File: src/rtl/mio_bus_responder.sv
// mio_bus_responder
// Memory/IO bus responder for the multicycle CPU's single memory port.
// It takes one word access at a time and decodes it to on-chip RAM
// (0x0000_0000-0x0000_0FFF), the peripheral window (0xF000_0000-0xF000_00FF)
// or unmapped space. It adds per-region wait states and completes each access
// with a single-cycle MIO_ready pulse.
//
// Ports
//   clk, reset           : rising-edge clock, synchronous active-high reset
//   mem_req, mem_w       : CPU access request (level) and write flag
//   M_addr, data_out     : CPU byte address (bits [1:0] ignored) and write data
//   data2CPU             : registered read data, valid with MIO_ready
//   MIO_ready, bus_err   : completion pulse and unmapped-access flag
//   ram_addr/we/wdata    : RAM word address, write strobe and write data
//   ram_rdata            : synchronous RAM read data
//   io_addr/we/re/wdata  : peripheral register index, write/read strobes and
//                          write data
//   io_rdata             : synchronous peripheral read data
module mio_bus_responder #(
  parameter int RAM_WAIT = 1,  // 1..15
  parameter int IO_WAIT  = 2   // 1..15
) (
  input  logic        clk,
  input  logic        reset,
  input  logic        mem_req,
  input  logic        mem_w,
  input  logic [31:0] M_addr,
  input  logic [31:0] data_out,
  output logic [31:0] data2CPU,
  output logic        MIO_ready,
  output logic        bus_err,
  output logic [9:0]  ram_addr,
  output logic        ram_we,
  output logic [31:0] ram_wdata,
  input  logic [31:0] ram_rdata,
  output logic [5:0]  io_addr,
  output logic        io_we,
  output logic        io_re,
  output logic [31:0] io_wdata,
  input  logic [31:0] io_rdata
);

  typedef enum logic [1:0] {
    S_IDLE     = 2'd0,
    S_RAM_WAIT = 2'd1,
    S_IO_WAIT  = 2'd2,
    S_DONE     = 2'd3
  } state_t;

  state_t      state_q, state_d;
  logic [3:0]  cnt_q, cnt_d;
  logic        first_q, first_d;    // high only in the first wait cycle
  logic        we_q, we_d;          // latched mem_w
  logic        err_q, err_d;        // current access is unmapped
  logic [9:0]  addr_q, addr_d;      // latched M_addr[11:2]
  logic [31:0] wdata_q, wdata_d;
  logic [31:0] rdata_q, rdata_d;

  logic is_ram;
  logic is_io;
  logic unused_byte_offset;

  assign is_ram = (M_addr[31:12] == 20'h0_0000);
  assign is_io  = (M_addr[31:8] == 24'hF0_0000);

  // Word accesses only: the byte offset carries no information.
  assign unused_byte_offset = ^M_addr[1:0];

  // State and datapath registers
  always_ff @(posedge clk) begin
    if (reset) begin
      state_q <= S_IDLE;
      cnt_q   <= 4'd0;
      first_q <= 1'b0;
      we_q    <= 1'b0;
      err_q   <= 1'b0;
      addr_q  <= 10'd0;
      wdata_q <= 32'd0;
      rdata_q <= 32'd0;
    end else begin
      state_q <= state_d;
      cnt_q   <= cnt_d;
      first_q <= first_d;
      we_q    <= we_d;
      err_q   <= err_d;
      addr_q  <= addr_d;
      wdata_q <= wdata_d;
      rdata_q <= rdata_d;
    end
  end

  // Next-state and datapath logic
  always_comb begin
    state_d = state_q;
    cnt_d   = cnt_q;
    first_d = 1'b0;
    we_d    = we_q;
    err_d   = err_q;
    addr_d  = addr_q;
    wdata_d = wdata_q;
    rdata_d = rdata_q;

    case (state_q)
      S_IDLE: begin
        if (mem_req) begin
          // Latch the whole request so later CPU bus changes cannot disturb it.
          addr_d  = M_addr[11:2];
          wdata_d = data_out;
          we_d    = mem_w;
          err_d   = 1'b0;
          if (is_ram) begin
            state_d = S_RAM_WAIT;
            cnt_d   = 4'(RAM_WAIT);
            first_d = 1'b1;
          end else if (is_io) begin
            state_d = S_IO_WAIT;
            cnt_d   = 4'(IO_WAIT);
            first_d = 1'b1;
          end else begin
            // Unmapped: complete at once with an error. Reads return zero.
            state_d = S_DONE;
            err_d   = 1'b1;
            if (!mem_w) begin
              rdata_d = 32'd0;
            end
          end
        end
      end

      S_RAM_WAIT: begin
        cnt_d = cnt_q - 4'd1;
        if (cnt_q == 4'd1) begin
          state_d = S_DONE;
          if (!we_q) begin
            rdata_d = ram_rdata;
          end
        end
      end

      S_IO_WAIT: begin
        cnt_d = cnt_q - 4'd1;
        if (cnt_q == 4'd1) begin
          state_d = S_DONE;
          if (!we_q) begin
            rdata_d = io_rdata;
          end
        end
      end

      S_DONE: begin
        // mem_req is ignored here; a still-high request is picked up in IDLE.
        state_d = S_IDLE;
        err_d   = 1'b0;
      end

      default: begin
        state_d = S_IDLE;
      end
    endcase
  end

  // Outputs. Strobes fire once per access, in the first wait cycle.
  always_comb begin
    ram_addr  = addr_q;
    io_addr   = addr_q[5:0];  // M_addr[7:2]
    ram_wdata = wdata_q;
    io_wdata  = wdata_q;
    data2CPU  = rdata_q;
    ram_we    = (state_q == S_RAM_WAIT) && first_q && we_q;
    io_we     = (state_q == S_IO_WAIT) && first_q && we_q;
    io_re     = (state_q == S_IO_WAIT) && first_q && !we_q;
    MIO_ready = (state_q == S_DONE);
    bus_err   = (state_q == S_DONE) && err_q;
  end

endmodule

File: config.mk
export PLATFORM = sky130hd
export DESIGN_NAME = mio_bus_responder
export DESIGN_NICKNAME = d
export VERILOG_FILES = /design/src/rtl/mio_bus_responder.sv
export SDC_FILE = /design/constraint.sdc
export NUM_CORES = 1
export LEC_CHECK = 0
export CORE_ASPECT_RATIO = 0.8
export CORE_UTILIZATION = 38
export CTS_CLUSTER_DIAMETER = 80
export CTS_CLUSTER_SIZE = 28
export DETAILED_ROUTE_END_ITERATION = 6
export PLACE_DENSITY = 0.91
export SLEW_MARGIN = 20
export SYNTH_ARGS = -nofsm -noshare
export SYNTH_HDL_FRONTEND = slang
export SYNTH_SLANG_ARGS = --single-unit
File: constraint.sdc
create_clock -name clk -period 2.8 [get_ports clk]
set_input_delay 0.56 -clock clk [delete_from_list [all_inputs] [get_ports clk]]
set_output_delay 0.56 -clock clk [all_outputs]
set_load 0.05 [all_outputs]
Word level (Yosys, flattened, before mapping). Cells that the tools add are included.

$add $sub $neg: 1. Equality and inequality tests: 15. Mux-type cells: 24. Bitwise gates (word level): 2. Reduce and logical (&&, ||, !) cells: 19.

Operator list (count): $mux 32 (8); $pmux 32 s3 (1); $eq 24x24->1 const B (1); $logic_not 20->1 (1); $ne 2x2->1 const B (8); $mux 4 (3); $reduce_and 9->1 (1); $pmux 4 s2 (1); $logic_and 1x1->1 (6); $mux 1 (6); $mux 2 (3); $pmux 2 s3 (1); $reduce_and 2->1 (3); $eq 2x2->1 const B (2); $eq 4x1->1 const B (1); $reduce_bool 2->1 (2); $sub 4x1->4 const B (1); $ne 3x3->1 const B (1); $reduce_and 3->1 (1); $reduce_bool 3->1 (1); $reduce_or 3->1 (1); $eq 2x1->1 const B (1); $logic_not 2->1 (1); $ne 2x1->1 const B (1); other kinds (4) (5).

Bits in registers: 83.

Longest topological paths before layout.
Depth after elaboration: 5. Gate-level depth with buffers: 7. Depth with buffers taken out: 6.

Worst setup path before layout. No wires, ideal clock.

Kind: reg2out. Start point: register state_q[0]. End point: output io_re. Data arrival time: 1766 ps. Required time: 2240 ps. Slack: 474 ps. Cell stages (with the launch flop): 7. Cells stage by stage: dfxtp_1 -> inv_1 -> ha_1 -> clkbuf_1 -> clkbuf_1 -> nand2_1 -> nor2_1.

Longest elaborated chain between the ends: 3.

Ends and longest elaborated chain: start, declared (RTL line 50) `state_t state_q, state_d;`; start signal, assigned (RTL line 81) `state_q <= state_d;`; $eq 2x2->1 (RTL line 171) `io_re = (state_q == S_IO_WAIT) && first_q && !we_q;`; $logic_and 1x1->1 (2 in a row) (RTL line 171); end, declared (RTL line 38) `output logic io_re,`.

Every way passes these cells.

Worst setup path in the final report.
Start point: register state_q[0]. End point: output bus_err.

Longest elaborated chain between the ends: 2.

Ends and longest elaborated chain: $eq 2x2->1 (RTL line 173) `bus_err = (state_q == S_DONE) && err_q;`; $logic_and 1x1->1 (RTL line 173); end, declared (RTL line 31) `output logic bus_err,`.

Every way passes these cells.

==> results.yml <==
sta:
  fin_skew_ns: 0.00527
  fin_crit_ns: 2.48
  fmax_mhz: 404
  slew_violations: 0
  rsz0062_at_grt: "no"
  fin_crit_sh_pct: 88.5
  setup_viol: 0
  hold_violations: 0
  tns_ns: 0
  max_slew.worst_pin.slew_ns: 0.848
  slew_headroom_pct: 43.5
layout:
  layout.nets: 825
  antenna_cells: 0
  fin_area_mm2: 0.00684
  post-route-util_pct: 65.2
  areaGrowthSynthToFinish_pct: 63.1
  final_cell_mix: "242 x clkdlybuf4s50_1, 92 x nand2_1, 83 x dfxtp_1"
  fillers: 826
  drive_gt1_share_pct: 10.7
  layout.cells.non_filler: 831
  final_common_cell: "clkdlybuf4s50_1"
setup_path:
  reg2reg_depth: 7
  rr_startpoint: "state_q[0]"
  arrival_ns: 1.92
  worst_setup_path_end_kind: "primary output"
  critPathLaunchType: "flop"
  crit_required_ns: 2.24
  worstSetupPathType: "flop to primary output"
  r2r-end: "data2CPU[25]"
  cp_max_fo: 4
  reg2reg_slack_ns: 0.73
global_routing:
  grt_pass1_wl_um: 19100
  grt_pass1_vias: 4001
  overflow: 0
  antenna_found_initial: 0
  track_usage_pct: 21.0
  grt_max_degree: 82
floorplan:
  start_util_pct: 40.0
  dieArea_mm2: 0.0115
  ios: 249
  die_w_um: 119
  die_y_um: 96.0
  rows: 33
  core_area_mm2: 0.0105
clock_network:
  postCtsSetupBuffers: 0
  post_cts_resized: 0
  cts_sinks: 83
  cts_tree: "built"
  root_buffer: "clkbuf_16"
  cts_buffer_depth: 2
  cts_hold_buf: 0
  cts_buffers: 9
  htree_levels: 3
  clk_pin_slew_ns: 0.06
  insertion_delay_ns: 0.33
pwr:
  intPower_uw: 3220
  p_leak_uw: 0.00259
  powerDensity_mw_per_mm2: 818
  power_frac_comb_pct: 52.0
  vdd_drop_max_v: 0.000442
  sw_frac_of_total_pct: 42.4
  fin_total_pwr_uw: 5590
  pwr-share-clk_pct: 21.1
  seq_power_share_pct: 26.9
  switching_power_uw: 2370
logic_synthesis:
  synth_edf_count: 0
  syn_inst: 484
  yosys_register_bits: 83
  async_reset_ff_share_pct: 0
  seq_area_frac_synth_pct: 39.6
  synth_nets: 623
  syn_area_mm2: 0.00419
  avgSynthCellArea_um2: 8.66
  yosys_most_used_dff: "dfxtp_1"
  yosys_warnings: 0
  synthDistinctLibCells: 38
outcome:
  status: "finished, final reports clean"
place:
  dpl-instance-area_mm2: 0.00653
  portBuffers: 246
  place_hpwl_um: 9780
  gp_routability_congestion: 0.824
  dp.cells: 815
min_path:
  worstHoldStart: "ram_addr[8]"
  hold_path.class: "flop to flop"
  whs_path_depth: 2
  hold_path_end: "ram_addr[8]"
detailed_routing:
  avgViaCountPerCell: 4.96
  drc: 0
  vias: 4124
  wl_um: 12700
  drtIter0Drc: 153
  drtAntennaViolNets: 0
  drt_first_pass_iters: 5
  wl_per_cell_um: 15.3
run:
  cap_violations: 0
-- worst max-delay path, cell delays in order, from the launching register on --
cell and delay, ns:
dfxtp_1 0.38, ha_1 0.24, and2_1 0.14, clkdlybuf4s50_1 0.82
-- flip-flops by register name, indices dropped and copies added, names as in the netlist --
register,flops
cnt_q,4
data2CPU,32
err_q,1
first_q,1
io_wdata,32
ram_addr,10
state_q,2
we_q,1
-- cell usage after synthesis (5+ instances only) --
master    number  area, um2
a22oi_1       32        240
buf_4         38        285
dfxtp_1       83       1660
mux2_4        30        450
a21oi_1       47        235
nor2b_1       34        213
clkbuf_1      29        109
ha_1           7       87.6
inv_1          8       30.0
nor2_1        39        146
nand2_1       92        345
nor4_1         5       31.3
-- worst max path at each step --
stage                     startpoint      endpoint  slack, ns  depth (start not counted)
after floorplan           state_q[0]         io_re       0.47                          6
after global placement    M_addr[11]  data2CPU[27]       0.02                          7
after detailed placement  M_addr[11]  data2CPU[28]      0.009                          7
after CTS                 state_q[1]       bus_err       0.29                          3
after global routing      state_q[0]       bus_err       0.21                          3
final                     state_q[0]       bus_err       0.32                          3
-- power by group through the flow --
stage	sequential, uW	clock, uW	combinational, uW
after floorplan	2000	0	1640
after global placement	1510	0	2820
after detailed placement	1530	0	2910
after CTS	1500	1220	2910
after global routing	1530	1260	3080
final	1500	1180	2910
-- stage by stage --
| stage | worst slack [ns] | hold slack (ns) |
|---|---|---|
| global route | 0.212 | 0.473 |
| CTS | 0.293 | 0.455 |
| finish | 0.322 | 0.455 |
| global placement | 0.0216 | 0.443 |
| floorplan | 0.474 | 0.441 |
| detailed placement | 0.00920 | 0.446 |
-- layout make-up --
cell class,count,area (um2),share of cell area [%]
clock buffers,11,243,3.55
clock inverters,5,61.3,0.897
inverters,8,30.0,0.439
multi-input cells,321,2040,29.8
flip-flops and latches,83,1660,24.3
well taps,140,175,2.56
repair buffers,263,2630,38.4
-- routing by layer --
layer / part of all wire, % / track usage, %
met1: 40 / 22.5
met2: 53 / 40.9
met3: 5.3 / 4.92
met4: 1.8 / 7.19
met5: 0 / 0
-- logic make-up (layout without fill, tap and decap cells) --
group / after synthesis / count (layout) / share of synthesized area (%)
buf+inv: 80 / 287 / 11.8
simple gates: 184 / 184 / 19.9
flops: 83 / 83 / 39.6
fa+ha+maj: 7 / 7 / 2.09
compound gates: 96 / 96 / 14.9
mux: 34 / 34 / 11.8
No activity file was read; power rests on OpenSTA's default activity.
